File: src/rtl/multi_consumer.sv
// Fixed-tap delay line: 7 registered stages, taps at depths 1, 2, 4 and 7.
// Optional feature macro: MULTI_CONSUMER_STALL_EN adds stall_i to freeze the whole pipeline.
module multi_consumer #(
   parameter int WIDTH = 16
) (
   input  logic             clock_i,
   input  logic             rst_i,
   input  logic [WIDTH-1:0] d_in_i,
`ifdef MULTI_CONSUMER_STALL_EN
   input  logic             stall_i,
`endif
   output logic [WIDTH-1:0] d_out_1_o,
   output logic [WIDTH-1:0] d_out_2_o,
   output logic [WIDTH-1:0] d_out_4_o,
   output logic [WIDTH-1:0] d_out_7_o,
   output logic             rdy_o
);

   logic [7:1][WIDTH-1:0] stage_q, stage_d;
   logic                  rdy_q, rdy_d;
   logic                  shift;

`ifdef MULTI_CONSUMER_STALL_EN
   assign shift = ~stall_i;
`else
   assign shift = 1'b1;
`endif

   // Stage 1 takes d_in, every other stage takes its predecessor.
   always_comb begin
      stage_d = stage_q;
      rdy_d   = rdy_q;
      if (shift) begin
         stage_d = {stage_q[6:1], d_in_i};
         rdy_d   = 1'b1;
      end
   end

   always_ff @(posedge clock_i) begin
      if (!rst_i) begin
         stage_q <= '0;
         rdy_q   <= 1'b0;
      end else begin
         stage_q <= stage_d;
         rdy_q   <= rdy_d;
      end
   end

   assign d_out_1_o = stage_q[1];
   assign d_out_2_o = stage_q[2];
   assign d_out_4_o = stage_q[4];
   assign d_out_7_o = stage_q[7];
   assign rdy_o     = rdy_q;

endmodule

File: config.mk
export PLATFORM = sky130hd
export DESIGN_NAME = multi_consumer
export DESIGN_NICKNAME = d
export VERILOG_FILES = /design/src/rtl/multi_consumer.sv
export SDC_FILE = /design/constraint.sdc
export NUM_CORES = 1
export LEC_CHECK = 0
export CAP_MARGIN = 20
export CORE_MARGIN = 8
export CORE_UTILIZATION = 52
export CTS_CLUSTER_SIZE = 14
export DETAILED_ROUTE_END_ITERATION = 7
export PLACE_DENSITY = 0.95
export SLEW_MARGIN = 30
export SYNTH_ARGS = -nofsm -noshare
export SYNTH_HDL_FRONTEND = slang
export SYNTH_SLANG_ARGS = --single-unit
File: constraint.sdc
create_clock -name clock_i -period 1.8 [get_ports clock_i]
set_input_delay 0.54 -clock clock_i [delete_from_list [all_inputs] [get_ports clock_i]]
set_output_delay 0.54 -clock clock_i [all_outputs]
set_load 0.005 [all_outputs]
==> results.cfg, run 1 <==
[clocking]
clock_latency_ns = 0.50
htreeDepth = 4
cts.sinks = 113
clock-root-buffer = clkbuf_8
cts_buffers = 17
cts_hold_buf = 0
clk_path_buf_depth = 2
cts_tree = yes
clk_pin_slew_ns = 0.06

[timing]
final.setup.tns_ns = 0
fmax_mhz = 608.2
rsz0062_at_grt = no
slew_violations = 0
fin_crit_sh_pct = 91.35
finalSetupViolCount = 0
finalHoldViolCount = 0
maxSlewHeadroom_pct = 76.78
fin_crit_ns = 1.644
tightestPinTransition_ns = 0.3483
skew_ns = 0.008300

[route]
wl_um = 5797
final_antenna_net_count = 0
num_vias = 1780
viasPerCell = 4.248
drt_first_pass_iters = 3
drcViolationCount = 0
first_iter_violations = 30
wl_per_cell_um = 13.84

[finish]
fillers = 470
nNetsFinal = 347
ff_latch_area_um2 = 2262
layoutNonFillerInstCount = 419
final_area_um2 = 4453
area_growth_pct = 29.47
diodes = 0
multiInputGateArea_um2 = 700.7
layout-drive-gt1-share_pct = 10.23
fin_util_pct = 69.73

[synth]
ys_seq_area_share_pct = 65.77
syn-num-nets = 303
synth_area_per_cell_um2 = 12.07
syn_inst = 285
ys_warn_count = 0
netlist-cell-type-count = 5
ys_seq_elements = 113
netlist_area_um2 = 3440

[place]
dp.cells = 387
port_buffers = 82
place.gp.congestion = 0.6481
dpl_cell_area_um2 = 3923

[hold_path]
hold_path.class = in2reg

[flow_run]
cap_violations = 0

[die]
die_w_um = 97.33
io_pins = 83
rows = 29
start_util_pct = 53.86
die_y_um = 97.33
die_area_um2 = 9473
coreArea_um2 = 6386

[pwr]
leakage_nw = 2.122
p_per_area_nw_per_um2 = 1368
irDropWorstVdd_mv = 0.8543

[worst_setup_path]
slowest_delay_ns = 0.34
cp_num_buf_inv = 1
crit_chain = dlygate4sd2_1
end_kind = output port
crit_slowest_cell = dfxtp_1
crit_family = flip-flops
worst-endpoint-required_ns = 1.26
critPathLaunchType = register
arrival_ns = 1.10
cp_max_fo = 2
worstSetupPathType = reg2out

[global_routing]
grt_usage_pct = 13.45
first_global_vias = 1973
overflow = 0
grt_first_pass_wirelength_um = 9687
antenna_found_initial = 0
grt_max_degree = 48

[outcome]
status = complete, no violations
==> synthesized netlist by cell type, drive strengths merged <==
master | n | area, µm²
buf | 60 | 476.7
dfxtp | 113 | 2262
and2 | 112 | 700.7
==> cell type report <==
| cell class | count | share of cell area (%) |
|---|---|---|
| clock buffers | 21 | 10.31 |
| clock inverters | 11 | 3.428 |
| multi-input cells | 112 | 15.73 |
| flip-flops and latches | 113 | 50.80 |
| well taps | 77 | 2.164 |
| repair buffers | 85 | 17.56 |
==> placed cells by master, fill, tap and decap left out <==
cell type and n:
and2_1 112, clkinvlp_4 3, buf_2 1, clkinv_2 1, inv_6 2, clkdlybuf4s50_1 16
clkbuf_16 16, clkbuf_1 1, bufinv_16 3, buf_12 2, buf_4 1, dlygate4sd2_1 65
clkbuf_8 4, clkinv_4 2, dfxtp_1 113
==> path summary, 6_finish.rpt <==
path,slack [ns],depth (start not counted),startpoint,end
worst min register to register,0.43,1,stage_d[105]$_SDFF_PN0_,d_out_7_o[9]$_SDFF_PN0_
worst max-delay path,0.16,1,d_out_4_o[2]$_SDFF_PN0_,d_out_4_o[2]
worst min-delay path,0.36,1,rst_i,rdy_o$_DFF_P_
worst max register to register,1.21,1,d_out_4_o[12]$_SDFF_PN0_,stage_d[92]$_SDFF_PN0_
==> layer usage <==
metal / part of all wire, % / routed length, µm / track usage [%]
met3: 8.8 / 509 / 8.037
met2: 51 / 2982 / 23.23
met1: 39 / 2235 / 11.95
met4: 1.2 / 69 / 7.343
met5: 0 / 0 / 0
==> kinds of logic after synthesis <==
logic type | count (synthesis) | synth area share, %
simple gates | 112 | 20.37
flops | 113 | 65.77
buf+inv | 60 | 13.86
==> power breakdown <==
| group | switching (W) | total (W) | leakage [nW] | internal [W] |
|---|---|---|---|---|
| combinational | 0.0000675 | 0.000173 | 0.910 | 0.000105 |
| clock | 0.00111 | 0.00334 | 0.291 | 0.00223 |
| sequential | 0.0000204 | 0.00258 | 0.920 | 0.00256 |
| total | 0.00120 | 0.00609 | 2.12 | 0.00489 |
==> flip-flops by register name, summed over array words and instances (netlist names) <==
| register | flops |
|---|---|
| d_out_1_o | 16 |
| rdy_o | 1 |
| d_out_2_o | 16 |
| stage_d | 48 |
| d_out_4_o | 16 |
| d_out_7_o | 16 |
==> timing repair <==
item	CTS	global route
gates resized for setup	65	0
buffers inserted	0	0
endpoints found under the setup margin	65	0
==> per-stage QoR <==
stage          setup slack (ns)  power (W)  hold slack [ns]
6_report                 0.1557   0.006092           0.3640
5_1_grt                 0.08150   0.006310           0.3534
2_1_floorplan            0.7846   0.002761           0.4119
3_3_place_gp             0.3956   0.002832           0.4135
4_1_cts                  0.1149   0.006157           0.3390
3_5_place_dp             0.4091   0.002839           0.4185
(Power assumes the default switching activity.)
==> run 2, diff against run 1 <==
- CORE_UTILIZATION: 52 -> 48
- PLACE_DENSITY: 0.95 -> 0.9
- clock period: 1.8 -> 1.6 ns (I/O delays scaled with it)
==> run 2 against run 1 <==
- non-clock buffer count down 1
- wire length shrank 6.0%
- power up 10%
- sequential cell count unchanged
- sequential share of layout area up 0.057 points
- sequential power increased by 13%
- die area is 6.9% higher
- clock skew is 0.0044 ns lower
- cell area is 0.11% lower
- global-route usage fell by 1.9 points
- count of clock-buffer cells in the layout is 1 lower
- register-to-register slack worse by 0.20 ns
- critical endpoint is now d_out_2_o[13]
==> results.cfg, run 2 (synthesized netlist as in run 1, its figures left out) <==
[die]
rows = 31
die_area_um2 = 10130
die_w_um = 100.7
start_util_pct = 48.46
die_y_um = 100.7
io_pins = 83
coreArea_um2 = 7098

[worst_setup_path]
worstSetupPathType = reg2out
critPathLaunchType = register
cp_max_fo = 2
worst-endpoint-required_ns = 1.12
crit_slowest_cell = dfxtp_1
end_kind = output port
crit_family = flip-flops
arrival_ns = 1.06
cp_num_buf_inv = 1
crit_chain = dlygate4sd2_1
slowest_delay_ns = 0.32

[timing]
slew_violations = 0
tightestPinTransition_ns = 0.2673
skew_ns = 0.003905
rsz0062_at_grt = no
finalHoldViolCount = 0
fmax_mhz = 651.2
hold_slack_ns = 0.2360
final.setup.tns_ns = 0
fin_crit_sh_pct = 95.97
maxSlewHeadroom_pct = 82.18
fin_crit_ns = 1.536
finalSetupViolCount = 0

[finish]
layout_common_cells = dfxtp_1 (113), and2_1 (112), dlygate4sd2_1 (57), clkbuf_16 (16), clkdlybuf4s50_1 (16)
diodes = 0
nNetsFinal = 346
layout_commonest_cell = dfxtp_1
layout-drive-gt1-share_pct = 9.735
fillers = 590
final_area_um2 = 4448
layoutNonFillerInstCount = 438
fin_util_pct = 62.67
largest_reg_flops = 48
area_growth_pct = 29.32

[pwr]
irDropWorstVdd_mv = 0.9261
leakage_nw = 2.087
p_per_area_nw_per_um2 = 1508

[route]
wl_um = 5452
drcViolationCount = 0
wl_per_cell_um = 12.45
first_iter_violations = 42
final_antenna_net_count = 0
num_vias = 1766
drt_first_pass_iters = 3
viasPerCell = 4.032

[clocking]
cts_buffers = 17
clk_pin_slew_ns = 0.05
htreeDepth = 4
clock_latency_ns = 0.48
cts.sinks = 113
clock-root-buffer = clkbuf_8
post_cts_buffers = 0
clk_path_buf_depth = 2
cts_tree = yes

[place]
place.gp.congestion = 0.6869
hpwl_um = 3582
dpl_cell_area_um2 = 3930
dp.cells = 408
port_buffers = 82

[global_routing]
grt_max_degree = 78
grt_usage_pct = 11.53
first_global_vias = 1817
grt_first_pass_wirelength_um = 8790
overflow = 0
antenna_found_initial = 0

[flow_run]
cap_violations = 0

[outcome]
status = complete, no violations

[hold_path]
hold_path.class = in2reg
==> run 2: cell count changes in the layout (fill, tap and decap cells not counted), sizes merged <==
cell,before,now
buf,4,3
clkbuf,21,20
clkdlybuf4s15,0,8
clkinv,3,4
clkinvlp,3,2
dlygate4sd2,65,57
inv,2,1
==> run 2: area by class of cell <==
type	instances	area, µm²	share of cell area, %
clock inverters	10	133.9	3.010
well taps	99	123.9	2.785
flip-flops and latches	113	2262	50.86
clock buffers	20	455.4	10.24
multi-input cells	112	700.7	15.75
repair buffers	84	772.0	17.36
==> run 2: power by group <==
part           switching, W  internal, W
clock network       0.00115      0.00247
logic             0.0000735     0.000115
registers         0.0000217      0.00288
==> run 2: metrics by stage <==
stage	power, W	worst slack [ns]
after detailed placement	0.003187	0.2768
after global placement	0.003180	0.2733
final	0.006708	0.06444
after CTS	0.006779	0.01013
after global routing	0.006930	0.002409
after floorplan	0.003106	0.6446
==> run 2: worst paths after layout <==
check | start | endpoint | slack (ns) | cells after the start
worst max-delay path | d_out_2_o[13]$_SDFF_PN0_ | d_out_2_o[13] | 0.06 | 1
worst min-delay path | rst_i | rdy_o$_DFF_P_ | 0.24 | 1
worst max register to register | d_out_4_o[7]$_SDFF_PN0_ | stage_d[87]$_SDFF_PN0_ | 1.01 | 1
worst min register to register | stage_d[90]$_SDFF_PN0_ | stage_d[106]$_SDFF_PN0_ | 0.43 | 1
==> run 2: metal layers <==
layer / part of all wire (%) / vias up / track usage (%)
met1: 40 / 793 / 10.97
met2: 46 / 72 / 18.19
met5: 0 / - / 0
met3: 13 / 7 / 7.804
li1: - / 894 / -
met4: 1.3 / 0 / 6.628
==> run 2: repair_timing <==
item                       4_1_cts  5_1_grt
gates resized for setup         65        8
hold endpoints to repair         0        0
hold buffers                     0        0
setup endpoints to repair       65        8
==> run 3, diff against run 2 <==
- CORE_UTILIZATION: 48 -> 43
- GPL_TIMING_DRIVEN: default -> 0
- HOLD_SLACK_MARGIN: default -> 0.15
- PLACE_DENSITY: 0.9 -> 0.86
- clock period: 1.6 -> 1.4 ns (I/O delays scaled with it)
==> run 3 against run 2 <==
- cell area up 5.0%
- cell count up 3.4%
- sequential power grew 15%
- highest routed layer unchanged
==> results.cfg, run 3 (synthesized netlist as in run 1, its figures left out) <==
[outcome]
status = complete, no violations

[worst_setup_path]
cp_max_fo = 2
crit_family = flip-flops
end_kind = output port
worst-endpoint-required_ns = 0.98
r2r-start = d_out_1_o[3]$_SDFF_PN0_
startpoint = d_out_1_o[6]$_SDFF_PN0_
worstSetupPathType = reg2out
crit_chain = buf_6
slowest_delay_ns = 0.34
rrSetupSlack_ns = 0.71
critPathLaunchType = register
arrival_ns = 0.94
crit_slowest_cell = dfxtp_2
cp_num_buf_inv = 1

[timing]
fin_crit_ns = 1.362
hold_slack_ns = 0.4278
skew_ns = 0.004036
maxSlewHeadroom_pct = 81.15
finalSetupViolCount = 0
fin_crit_sh_pct = 97.28
finalHoldViolCount = 0
fmax_mhz = 734.3
slew_violations = 0
tightestPinTransition_ns = 0.2828
rsz0062_at_grt = yes

[place]
hpwl_um = 3987
port_buffers = 82
place.gp.congestion = 0.6621
dp.cells = 469

[global_routing]
overflow = 0
first_global_vias = 1959
grt_first_pass_wirelength_um = 8811
met3_usage_pct = 8.587
use_met2_pct = 17.22
grt-busiest-layer = met2
grt_usage_pct = 10.39
grt_use_met1_pct = 8.265
grt_max_degree = 17
antenna_found_initial = 0

[route]
first_iter_violations = 13
drt_first_pass_iters = 4
final_antenna_net_count = 0
wl_per_cell_um = 11.73
num_vias = 1757
wl_um = 5313
viasPerCell = 3.879
drcViolationCount = 0

[finish]
ff_latch_area_um2 = 2323
layout-drive-gt1-share_pct = 44.44
nNetsFinal = 357
area_growth_pct = 35.76
layoutNonFillerInstCount = 453
largest_reg_flops = 48
layout_commonest_cell = and2_1
layout_common_cells = and2_1 (112), dfxtp_1 (64), buf_6 (57), dfxtp_2 (49), buf_2 (20)
multiInputGateArea_um2 = 700.7
diodes = 0
fillers = 622

[die]
io_pins = 83
coreArea_um2 = 7727
die_y_um = 105.4
die_w_um = 105.4
start_util_pct = 44.51
rows = 32
die_area_um2 = 11120

[flow_run]
cap_violations = 0

[clocking]
clk_path_buf_depth = 2
cts_buffers = 17
clk_pin_slew_ns = 0.05
htreeDepth = 4
clock_latency_ns = 0.50
cts_tree = yes
clock-root-buffer = clkbuf_8
cts.sinks = 113
cts_hold_buf = 0

[pwr]
p_per_area_nw_per_um2 = 1681
irDropWorstVdd_mv = 1.228
leakage_nw = 2.077
total_power_w = 0.007849

[hold_path]
hold_path.class = reg2reg
hp-start = stage_d[81]$_SDFF_PN0_
==> run 3: cell types whose count changed in the layout (fill, tap and decap cells not counted), sizes merged <==
cell | before | now
bufinv | 3 | 4
inv | 1 | 0
clkinvlp | 2 | 3
clkdlybuf4s15 | 8 | 0
dlygate4sd2 | 57 | 0
buf | 3 | 78
clkdlybuf4s50 | 16 | 17
==> run 3: final timing paths <==
path	end	depth (start not counted)
hold reg to reg	stage_d[97]$_SDFF_PN0_	1
hold / removal	stage_d[97]$_SDFF_PN0_	1
setup reg to reg	d_out_2_o[3]$_SDFF_PN0_	2
setup / recovery	d_out_1_o[6]	1
==> run 3: stage by stage <==
stage | area (µm²) | util (%) | TNS (ns) | setup WS [ns]
finish | 4669 | 60.43 | 0 | 0.03811
global route | 4669 | 60.43 | -0.005243 | -0.005243
CTS | 4681 | 60.57 | -0.08502 | -0.08502
detailed placement | 4388 | 56.78 | -8.005 | -0.1163
global placement | 4388 | 56.78 | -6.473 | -0.08627
floorplan | 3440 | - | 0 | 0.5046
==> run 3: cell type report <==
type / instances / area share, %
plain buffers: 12 / 2.492
clock buffers: 20 / 9.325
clock inverters: 11 / 3.483
multi-input cells: 112 / 15.01
flip-flops and latches: 113 / 49.76
well taps: 102 / 2.733
repair buffers: 83 / 17.20
==> run 3: power breakdown <==
part	switching (W)	internal, W	total [W]	leakage, nW
logic	0.0000877	0.000193	0.000281	0.851
registers	0.0000374	0.00331	0.00334	0.939
clock network	0.00132	0.00290	0.00422	0.287
total	0.00145	0.00640	0.00785	2.08
==> run 3: routing by layer <==
metal	share of wire (%)	vias to the layer above
met5	0	-
met4	1.4	0
met3	15	7
met2	49	73
met1	35	756
li1	-	921
==> run 3: what timing repair did <==
action | CTS | global route
setup buffers | 1 | 0
endpoints found under the setup margin | 65 | 1
resized for setup | 358 | 0
